### config.mk
export PLATFORM = sky130hd
export DESIGN_NAME = fir_error_monitor
export DESIGN_NICKNAME = d
export VERILOG_FILES = /design/src/rtl/fir_error_monitor.sv
export SDC_FILE = /design/constraint.sdc
export NUM_CORES = 1
export LEC_CHECK = 0
export BUFFER_PORTS_ARGS = -buffer_cell sky130_fd_sc_hd__buf_4
export CORE_ASPECT_RATIO = 2
export CORE_MARGIN = 4
export CORE_UTILIZATION = 52
export CTS_CLUSTER_SIZE = 25
export DETAILED_ROUTE_END_ITERATION = 10
export PLACE_DENSITY = 0.78
export SYNTH_ARGS = -nofsm -noshare
export SYNTH_HDL_FRONTEND = slang
export SYNTH_SLANG_ARGS = --single-unit
### constraint.sdc
create_clock -name clk -period 3 [get_ports clk]
set_input_delay 0.3 -clock clk [delete_from_list [all_inputs] [get_ports clk]]
set_output_delay 0.3 -clock clk [all_outputs]
set_load 0.01 [all_outputs]
### src/rtl/fir_error_monitor.sv
// fir_error_monitor: windowed error statistics between approximate and exact FIR outputs.
// Accumulates sum, max, nonzero count and mean of |approx - exact| over 2^WIN_LOG2
// accepted samples, then holds the results behind a valid/ready handshake.
module fir_error_monitor #(
    parameter int unsigned DW       = 16,
    parameter int unsigned WIN_LOG2 = 8,
    parameter int unsigned SUMW     = DW + WIN_LOG2
) (
    input  logic                  clk,
    input  logic                  rst,
    input  logic                  start,
    input  logic                  in_valid,
    input  logic [DW-1:0]         approx_in,
    input  logic [DW-1:0]         exact_in,
    output logic                  busy,
    output logic                  res_valid,
    input  logic                  res_ready,
    output logic [SUMW-1:0]       sum_abs_err,
    output logic [DW-1:0]         max_abs_err,
    output logic [WIN_LOG2:0]     err_count,
    output logic [DW-1:0]         mean_abs_err
);

    localparam int unsigned CW = WIN_LOG2 + 1;
    localparam logic [CW-1:0] LAST_IDX = CW'((1 << WIN_LOG2) - 1);

    typedef enum logic [1:0] {
        IDLE  = 2'd0,
        ACCUM = 2'd1,
        HOLD  = 2'd2
    } state_t;

    state_t          state;
    logic [CW-1:0]   smp_cnt;
    logic [DW-1:0]   diff_c;
    logic [SUMW-1:0] sum_next_c;

    // Absolute difference of the two unsigned samples, never wraps.
    always_comb begin
        diff_c = '0;
        if (approx_in >= exact_in) begin
            diff_c = approx_in - exact_in;
        end else begin
            diff_c = exact_in - approx_in;
        end
    end

    assign sum_next_c = sum_abs_err + SUMW'(diff_c);

    // Window FSM with registered statistics, handshake and busy flag.
    always_ff @(posedge clk or posedge rst) begin
        if (rst) begin
            state        <= IDLE;
            busy         <= 1'b0;
            res_valid    <= 1'b0;
            sum_abs_err  <= '0;
            max_abs_err  <= '0;
            err_count    <= '0;
            mean_abs_err <= '0;
            smp_cnt      <= '0;
        end else begin
            case (state)
                IDLE: begin
                    if (start) begin
                        state        <= ACCUM;
                        busy         <= 1'b1;
                        res_valid    <= 1'b0;
                        sum_abs_err  <= '0;
                        max_abs_err  <= '0;
                        err_count    <= '0;
                        mean_abs_err <= '0;
                        smp_cnt      <= '0;
                    end
                end

                ACCUM: begin
                    if (in_valid) begin
                        sum_abs_err  <= sum_next_c;
                        mean_abs_err <= DW'(sum_next_c >> WIN_LOG2);
                        if (diff_c > max_abs_err) begin
                            max_abs_err <= diff_c;
                        end
                        if (diff_c != '0) begin
                            err_count <= err_count + CW'(1);
                        end
                        smp_cnt <= smp_cnt + CW'(1);
                        if (smp_cnt == LAST_IDX) begin
                            state     <= HOLD;
                            busy      <= 1'b0;
                            res_valid <= 1'b1;
                        end
                    end
                end

                HOLD: begin
                    if (res_ready) begin
                        res_valid <= 1'b0;
                        if (start) begin
                            // Back-to-back window: skip IDLE and clear as on a fresh start.
                            state        <= ACCUM;
                            busy         <= 1'b1;
                            sum_abs_err  <= '0;
                            max_abs_err  <= '0;
                            err_count    <= '0;
                            mean_abs_err <= '0;
                            smp_cnt      <= '0;
                        end else begin
                            state <= IDLE;
                        end
                    end
                end

                default: begin
                    state     <= IDLE;
                    busy      <= 1'b0;
                    res_valid <= 1'b0;
                end
            endcase
        end
    end

endmodule

==> flow_metrics.env, run 1 <==
export IMPL_status="complete, but fails checks"
export IMPL_violations="setup timing"
export IMPL_final_setup_skew_ps=10.9
export IMPL_async_flop_share_pct=100
export IMPL_postCtsHoldBufs=0
export IMPL_gp_congestion=0.926
export IMPL_die_width_um=82.2
export IMPL_wirelength_um=27900
export IMPL_clock_sinks=61
export IMPL_nets=1071
export IMPL_cts_made_buffers=9
export IMPL_layout_common_cells="buf_4, inv_1, dfrtp_1"
export IMPL_max_cap_violations=0
export IMPL_synth_seq_cells=61
export IMPL_drc=0
export IMPL_end_kind="flop"
export IMPL_placed_cells=1045
export IMPL_drt_pass1_iterations=6
export IMPL_grt_pass1_vias=7432
export IMPL_critical_path_class="input pin to flop"
export IMPL_hold_viol=0
export IMPL_p_leak_nw=4.70
export IMPL_synth_edf_count=0
export IMPL_area_growth_pct=61.8
export IMPL_syn_avg_cell_area_um2=8.41
export IMPL_ys_warn_count=0
export IMPL_grt_usage_pct=38.9
export IMPL_synthCells=680
export IMPL_ir_drop_mv=0.642
export IMPL_grt_pass1_wl_um=37800
export IMPL_tightest_slew_ps=961
export IMPL_ant_nets=0
export IMPL_utilization_pct=85.6
export IMPL_grt_setup_unrepaired="yes"
export IMPL_clk_latency_ps=340
export IMPL_synth_area_mm2=0.00572
export IMPL_holdWs_ps=196
export IMPL_coreArea_mm2=0.0108
export IMPL_place_hpwl_um=14800
export IMPL_cp_max_fo=6
export IMPL_synth_cell_types=70
export IMPL_cp_start_kind="input pin"
export IMPL_synth_main_ff_cell="dfrtp_1"
export IMPL_final_common_cell="buf_4"
export IMPL_worstPathRequired_ps=3210
export IMPL_max_freq_mhz=218
export IMPL_cts_tree="built"
export IMPL_drive_gt1_share_pct=46.3
export IMPL_antenna_found_initial=2
export IMPL_syn_num_nets=786
export IMPL_arrival_ps=4800
export IMPL_relSlewSlack_pct=35.8
export IMPL_fin_crit_ps=4590
export IMPL_cts_buffer_depth=2
export IMPL_hold_path_class="input pin to async pin"
export IMPL_final_setup_viol_count=47
export IMPL_diodes=0
export IMPL_die_h_um=156
export IMPL_initial_core_util_pct=52.9
export IMPL_seq_area_frac_synth_pct=26.7
export IMPL_rows=54
export IMPL_die_area_mm2=0.0128
export IMPL_routedWlPerCell_um=25.1
export IMPL_grt_overflow_total=0
export IMPL_pwr_density_cell_mw_per_mm2=1040
export IMPL_rr_worst_depth=13
export IMPL_ctsHtreeMaxLevel=3
export IMPL_postLayoutSetupSlackWorst_ps=-1590
export IMPL_slew_violations=0
export IMPL_cts_root_buf="clkbuf_16"
export IMPL_port_buffers=103
export IMPL_grt_max_degree=46
export IMPL_clkTransAtPathRegs_ps=60
export IMPL_routed_via_density=6.51
export IMPL_vias=7221
export IMPL_drtIter0Drc=809
export IMPL_io_pins=104
export IMPL_fillers=527
export IMPL_fin_cells=1109
export IMPL_post_route_period_util_pct=153
==> synth_stat cells, types with 16 or more instances <==
| cell type | count | area (um^2) |
|---|---|---|
| xor2_1 | 20 | 175 |
| dfrtp_1 | 61 | 1530 |
| o21ai_0 | 35 | 175 |
| nor2_1 | 37 | 139 |
| buf_4 | 16 | 120 |
| nand2_1 | 61 | 229 |
| a21oi_1 | 42 | 210 |
| a21o_1 | 17 | 128 |
| mux2i_1 | 22 | 220 |
| inv_1 | 82 | 308 |
| ha_1 | 66 | 826 |
==> kinds of logic after synthesis <==
family	synth area share, %
adders and majority gates	15.5
muxes	4.83
AOI/OAI and AO/OA	21.1
buffers and inverters	10.0
DFF	26.7
xor gates and xnor gates	5.36
and+or+nand+nor	16.5
==> path summary, 6_finish.rpt <==
kind	from	end	slack, ps
max	approx_in[0]	max_abs_err[0]	-1590
min	rst	sum_abs_err[3]	200
max reg2reg	max_abs_err[1]	max_abs_err[0]	-320
min reg2reg	busy	busy	480
max in group asynchronous	rst	mean_abs_err[12]	1980
min in group clk	res_ready	res_valid	280
==> final cells by class <==
class                           count  area, um^2  area share, %
Multi-Input combinational cell    495        4390           47.4
Timing Repair Buffer              315        2540           27.4
Sequential cell                    61        1530           16.5
Inverter                           83         324           3.50
Clock buffer                       11         253           2.73
Tap cell                          140         175           1.89
Clock inverter                      4        47.5          0.514
==> per-stage QoR <==
stage | TNS (ps) | power, mW | setup WS (ps) | area [um^2]
after floorplan | -36920 | 4.10 | -1250 | 5940
after global placement | -52010 | 5.89 | -1560 | 7870
after detailed placement | -58110 | 6.13 | -1710 | 7870
after CTS | -37910 | 8.09 | -1120 | 8860
after global routing | -62460 | 10.0 | -1860 | 9260
final | -54010 | 9.66 | -1590 | 9260
==> routing by layer <==
| metal | global-route usage (%) | share of wire (%) | vias to the layer above |
|---|---|---|---|
| met5 | 0 | 0.047 | - |
| met4 | 35.2 | 11 | 2 |
| met3 | 9.97 | 9.7 | 276 |
| met2 | 67.0 | 49 | 650 |
| met1 | 35.9 | 30 | 3349 |
| li1 | - | - | 2944 |
==> flip-flops by register name, summed over array words and instances (netlist names) <==
register and cells:
max_abs_err 16, mean_abs_err 15, err_count 9, smp_cnt 9
sum_abs_err 9, busy 1, res_valid 1, state 1
==> critical path: stages <==
cell and delay [ps]:
buf_12 110, inv_12 40, ha_4 120, inv_2 30, fa_2 370, nand3_4 100
nand3_4 110, a2111oi_4 380, a21o_4 250, mux2i_4 270, inv_2 130, ha_4 250
nor2b_1 130, o21a_1 240, o21a_1 220, o21ai_2 150, nand2b_1 100, a21oi_2 200
o21ai_4 130, a2111oi_4 420, a211o_1 230, buf_12 160, mux2_4 350
==> power by group <==
group | switching, mW | total [mW] | internal [mW]
registers | 0.525 | 1.69 | 1.17
logic | 3.54 | 6.89 | 3.35
clock network | 0.390 | 1.07 | 0.680
total | 4.46 | 9.66 | 5.20
==> what timing repair did <==
| action | 4_1_cts | 5_1_grt |
|---|---|---|
| buffers inserted | 54 | 13 |
| gates resized for setup | 88 | 61 |
| pin swaps | 60 | 43 |
| setup endpoints to repair | 46 | 47 |
| cloned | 2 | 0 |
(Power assumes the default switching activity.)
==> inputs of run 2 (changes only) <==
- BUFFER_PORTS_ARGS: -buffer_cell sky130_fd_sc_hd__buf_4 -> default
- DONT_BUFFER_PORTS: default -> 1
- PLACE_DENSITY: 0.78 -> 0.7
==> run 2 against run 1 <==
Highest routed layer is now met4. Wire length decreased by 30%. Register-to-register slack better by 440 ps. Maximum frequency increased by 15%. Hold slack worse by 110 ps. Die area did not move. Combinational power fell by 29%. Clock-buffer cell count is 1 lower. Core utilization decreased by 11 points. Critical path depth grew 2. The run still ends with setup timing left. Clock skew fell by 4.3 ps. First-iteration DRC count fell by 57%.
==> flow_metrics.env, run 2 (same netlist as run 1, synthesis figures left out) <==
export IMPL_drive_gt1_share_pct=37.6
export IMPL_clkTransAtPathRegs_ps=50
export IMPL_cp_startpoint="approx_in[0]"
export IMPL_die_h_um=156
export IMPL_worstPathRequired_ps=3240
export IMPL_die_area_mm2=0.0128
export IMPL_slew_violations=0
export IMPL_initial_core_util_pct=52.9
export IMPL_status="complete, but fails checks"
export IMPL_cts_root_buf="clkbuf_16"
export IMPL_cpMaxStageDelayCell="fa_2"
export IMPL_postCtsHoldBufs=0
export IMPL_largest_register="max_abs_err"
export IMPL_reg_top3="max_abs_err: 16 flops, mean_abs_err: 15 flops"
export IMPL_post_route_period_util_pct=133
export IMPL_final_common_cell="buf_4"
export IMPL_hold_path_class="input pin to async pin"
export IMPL_io_pins=104
export IMPL_place_hpwl_um=14200
export IMPL_max_cap_violations=0
export IMPL_final_setup_viol_count=42
export IMPL_holdWs_ps=81.7
export IMPL_combinationalPowerShare_pct=62.3
export IMPL_vias=5866
export IMPL_die_width_um=82.2
export IMPL_final_setup_skew_ps=6.58
export IMPL_postLayoutSetupSlackWorst_ps=-1000
export IMPL_drtIter0Drc=346
export IMPL_clk_latency_ps=340
export IMPL_port_buffers=0
export IMPL_cp_max_fo=5
export IMPL_total_power_mw=7.81
export IMPL_fin_crit_ps=4000
export IMPL_r2r_setup_slack_ps=120
export IMPL_p_sw_mw=3.41
export IMPL_fin_cells=977
export IMPL_grt_setup_unrepaired="yes"
export IMPL_routedWlPerCell_um=20.0
export IMPL_cts_buffer_depth=2
export IMPL_max_freq_mhz=250
export IMPL_clock_sinks=61
export IMPL_p_leak_nw=3.99
export IMPL_arrival_ps=4250
export IMPL_antenna_found_initial=0
export IMPL_cp_top_family="compound AO/OA/AOI/OAI gates"
export IMPL_switching_share_pct=43.7
export IMPL_seqPwrFrac_pct=23.4
export IMPL_placed_cell_area_mm2=0.00699
export IMPL_diodes=0
export IMPL_tightest_slew_ps=1000
export IMPL_layout_common_cells="buf_4, inv_1, dfrtp_1"
export IMPL_rows=54
export IMPL_grt_pass1_wl_um=30400
export IMPL_critical_path_class="input pin to flop"
export IMPL_fillers=719
export IMPL_coreArea_mm2=0.0108
export IMPL_cts_made_buffers=9
export IMPL_grt_overflow_total=0
export IMPL_timing_rr_start="sum_abs_err[0]"
export IMPL_largest_reg_flops=16
export IMPL_drt_pass1_iterations=5
export IMPL_crit_buf_inv=6
export IMPL_cp_start_kind="input pin"
export IMPL_nets=938
export IMPL_fin_area_mm2=0.00809
export IMPL_gp_congestion=0.920
export IMPL_ctsHtreeMaxLevel=3
export IMPL_relSlewSlack_pct=33.2
export IMPL_area_growth_pct=41.4
export IMPL_grt_max_degree=48
export IMPL_placed_cells=930
export IMPL_cts_tree="built"
export IMPL_ant_nets=0
export IMPL_pwr_density_cell_mw_per_mm2=965
export IMPL_timing_setup_tns_ps=-29210
export IMPL_p_int_mw=4.39
export IMPL_drc=0
export IMPL_ir_drop_mv=0.568
export IMPL_hold_viol=0
export IMPL_cp_slowest_stage_delay_ps=340
export IMPL_p_clk_share_pct=14.3
export IMPL_grt_pass1_vias=6523
export IMPL_violations="setup timing"
export IMPL_grt_usage_pct=30.8
export IMPL_routed_via_density=6.00
export IMPL_crit_top_cell="a21o_1"
export IMPL_end_kind="flop"
export IMPL_wirelength_um=19600
-- run 2: changes by cell type in the layout (fill, tap and decap cells not counted), moves of 4 or more --
cell,delta
mux2i_2,+6
a21oi_2,+4
buf_6,-13
nand3_2,+5
a211oi_2,+4
o21ai_4,-5
mux2i_1,-5
o21ai_1,+5
buf_4,-116
-- run 2: layer usage --
layer	part of all wire [%]	up-vias	track usage, %
met3	4.7	120	6.74
met5	0	-	0
met1	31	2824	26.3
met2	55	252	57.2
met4	9.0	0	25.1
li1	-	2670	-
-- run 2: area by class of cell --
type                    count  area [um^2]  area share (%)
clock buffers              10          229            2.83
clock inverters             6         87.6            1.08
inverters                  83          343            4.24
multi-input cells         494         4270            52.8
flip-flops and latches     61         1530            18.9
well taps                 140          175            2.17
repair buffers            183         1460            18.0
-- run 2: power by group through the flow --
stage               Clock (mW)  Combinational [mW]  Sequential, mW
floorplan                    0                2.50            1.60
global placement             0                3.48            1.80
detailed placement           0                3.65            1.81
CTS                       1.11                4.41            1.83
global route              1.16                5.23            1.88
finish                    1.11                4.86            1.83
-- run 2: worst paths after layout --
path | end | depth (start not counted)
worst max-delay path | max_abs_err[3] | 25
worst min-delay path | sum_abs_err[3] | 1
worst max register to register | mean_abs_err[12] | 13
worst min register to register | res_valid | 1
max in group asynchronous | smp_cnt[7] | 2
min in group clk | res_valid | 2
-- run 2: repair_timing --
item | 4_1_cts | 5_1_grt
cloned | 0 | 0
pin swaps | 49 | 31
setup endpoints to repair | 45 | 46
gates resized for setup | 72 | 47
endpoints found under the hold margin | 0 | 0
setup buffers | 26 | 11
-- run 2: stage by stage --
step	setup slack, ps	util [%]
floorplan	-1250	-
global placement	-1410	64.7
detailed placement	-1560	64.7
CTS	-1010	72.4
global route	-1220	74.8
finish	-1000	74.8
==> inputs of run 3 (changes only) <==
- CELL_PAD_IN_SITES_DETAIL_PLACEMENT: default -> 0
- CELL_PAD_IN_SITES_GLOBAL_PLACEMENT: default -> 1
- CORE_UTILIZATION: 52 -> 44
- PLACE_DENSITY: 0.7 -> default
- PLACE_DENSITY_LB_ADDON: default -> 0.1
- SKIP_CTS_REPAIR_TIMING: default -> 1
==> run 3 against run 2 <==
Critical path type unchanged. The run still ends with setup timing left. Critical endpoint is now mean_abs_err[12]. Wire length decreased by 7.6%. Largest power group unchanged. Clock power decreased by 12%. Clock-buffer cell count increased by 3.
==> flow_metrics.env, run 3 (same netlist as run 1, synthesis figures left out) <==
export IMPL_status="complete, but fails checks"
export IMPL_violations="setup timing"
export IMPL_area_growth_pct=43.1
export IMPL_diodes=0
export IMPL_p_leak_nw=4.06
export IMPL_die_area_mm2=0.0150
export IMPL_pwr_density_cell_mw_per_mm2=916
export IMPL_ir_drop_mv=0.717
export IMPL_cts_tree="built"
export IMPL_cp_top_family="compound AO/OA/AOI/OAI gates"
export IMPL_grt_pass1_vias=5979
export IMPL_crit_buf_inv=6
export IMPL_die_width_um=88.6
export IMPL_end_kind="flop"
export IMPL_clkTransAtPathRegs_ps=50
export IMPL_layout_common_cells="buf_4, inv_1, dfrtp_1"
export IMPL_drc=0
export IMPL_vias=5527
export IMPL_dpl_worst_slack_ps=-1650
export IMPL_final_common_cell="buf_4"
export IMPL_postLayoutSetupSlackWorst_ps=-1140
export IMPL_grt_pass1_wl_um=28200
export IMPL_fin_crit_ps=4140
export IMPL_grt_usage_pct=24.1
export IMPL_nets=947
export IMPL_gp_congestion=0.909
export IMPL_routedWlPerCell_um=18.2
export IMPL_port_buffers=0
export IMPL_slew_violations=0
export IMPL_ctsHtreeMaxLevel=3
export IMPL_hold_path_class="input pin to flop"
export IMPL_largest_register="max_abs_err"
export IMPL_drt_pass1_iterations=4
export IMPL_placed_cell_area_mm2=0.00717
export IMPL_cp_max_fo=7
export IMPL_cts_root_buf="clkbuf_16"
export IMPL_clk_latency_ps=330
export IMPL_cp_start_kind="input pin"
export IMPL_clock_sinks=61
export IMPL_initial_core_util_pct=45.3
export IMPL_tightest_slew_ps=464
export IMPL_final_setup_skew_ps=6.30
export IMPL_final_setup_viol_count=46
export IMPL_critical_path_class="input pin to flop"
export IMPL_max_cap_violations=0
export IMPL_grt_overflow_total=0
export IMPL_post_route_period_util_pct=138
export IMPL_grt_max_degree=36
export IMPL_cp_slowest_stage_delay_ps=440
export IMPL_cts_buffer_depth=2
export IMPL_drtIter0Drc=167
export IMPL_place_hpwl_um=14600
export IMPL_routed_via_density=5.55
export IMPL_fin_area_mm2=0.00819
export IMPL_cts_made_buffers=9
export IMPL_reg_top3="max_abs_err: 16 flops, mean_abs_err: 15 flops"
export IMPL_relSlewSlack_pct=69.1
export IMPL_rows=58
export IMPL_antenna_found_initial=0
export IMPL_grt_setup_unrepaired="yes"
export IMPL_wirelength_um=18100
export IMPL_max_freq_mhz=242
export IMPL_hold_viol=0
export IMPL_io_pins=104
export IMPL_worstPathRequired_ps=3220
export IMPL_arrival_ps=4350
export IMPL_largest_reg_flops=16
export IMPL_die_h_um=169
export IMPL_cpMaxStageDelayCell="a2111oi_4"
export IMPL_coreArea_mm2=0.0126
export IMPL_ant_nets=0
export IMPL_drive_gt1_share_pct=37.4
==> run 3: final cells by class <==
type,instances,area (um^2)
clock buffer,13,260
sequential,61,1530
fill,1120,4440
tap,150,188
timing repair buffer,192,1550
inverter,83,338
multi-input combinational,494,4310
clock inverter,3,20.0
==> run 3: path summary, 6_finish.rpt <==
kind	startpoint	end	slack [ps]	depth (start not counted)
min reg2reg	smp_cnt[8]	smp_cnt[8]	510	2
max	approx_in[0]	mean_abs_err[12]	-1140	25
min	res_ready	res_valid	170	2
min in group asynchronous	rst	sum_abs_err[5]	500	3
max reg2reg	sum_abs_err[1]	mean_abs_err[12]	100	14
max in group asynchronous	rst	busy	2120	3
==> run 3: power breakdown <==
part | switching, mW | leakage, nW | total [mW] | internal (mW)
Combinational | 2.20 | 3.19 | 4.75 | 2.55
Sequential | 0.608 | 0.741 | 1.77 | 1.17
Clock | 0.372 | 0.132 | 0.975 | 0.603
Total | 3.18 | 4.06 | 7.50 | 4.32
==> run 3: through the flow <==
step | cells | setup TNS [ps] | hold slack [ps] | total power, mW | utilization (%)
floorplan | 680 | -36920 | 468 | 4.10 | -
global placement | 962 | -52230 | 275 | 5.50 | 56.8
detailed placement | 962 | -57550 | 280 | 5.62 | 56.8
CTS | 978 | -42320 | -67.4 | 6.62 | 59.0
global route | 996 | -45120 | 184 | 8.07 | 64.8
finish | 996 | -35570 | 167 | 7.50 | 64.8
==> run 3: worst register-to-register path, cell delays in order, from the launching register on <==
cell and delay [ps]:
dfrtp_1 450, inv_1 110, fa_1 500, nor2b_4 130, o21ai_2 70, a21oi_2 180, o21ai_2 110, a21oi_4 260
buf_12 140, a21oi_4 70, a211oi_2 240, buf_4 160, and4_1 200, xnor2_1 120, nor2_1 60
==> run 3: metal layers <==
metal  vias up  global-route usage [%]  part of all wire [%]
li1       2688                       -                     -
met1      2669                    21.7                    32
met2       123                    47.7                    60
met3        47                    3.60                   3.3
met4         0                    13.4                   4.6
met5         -                       0                     0
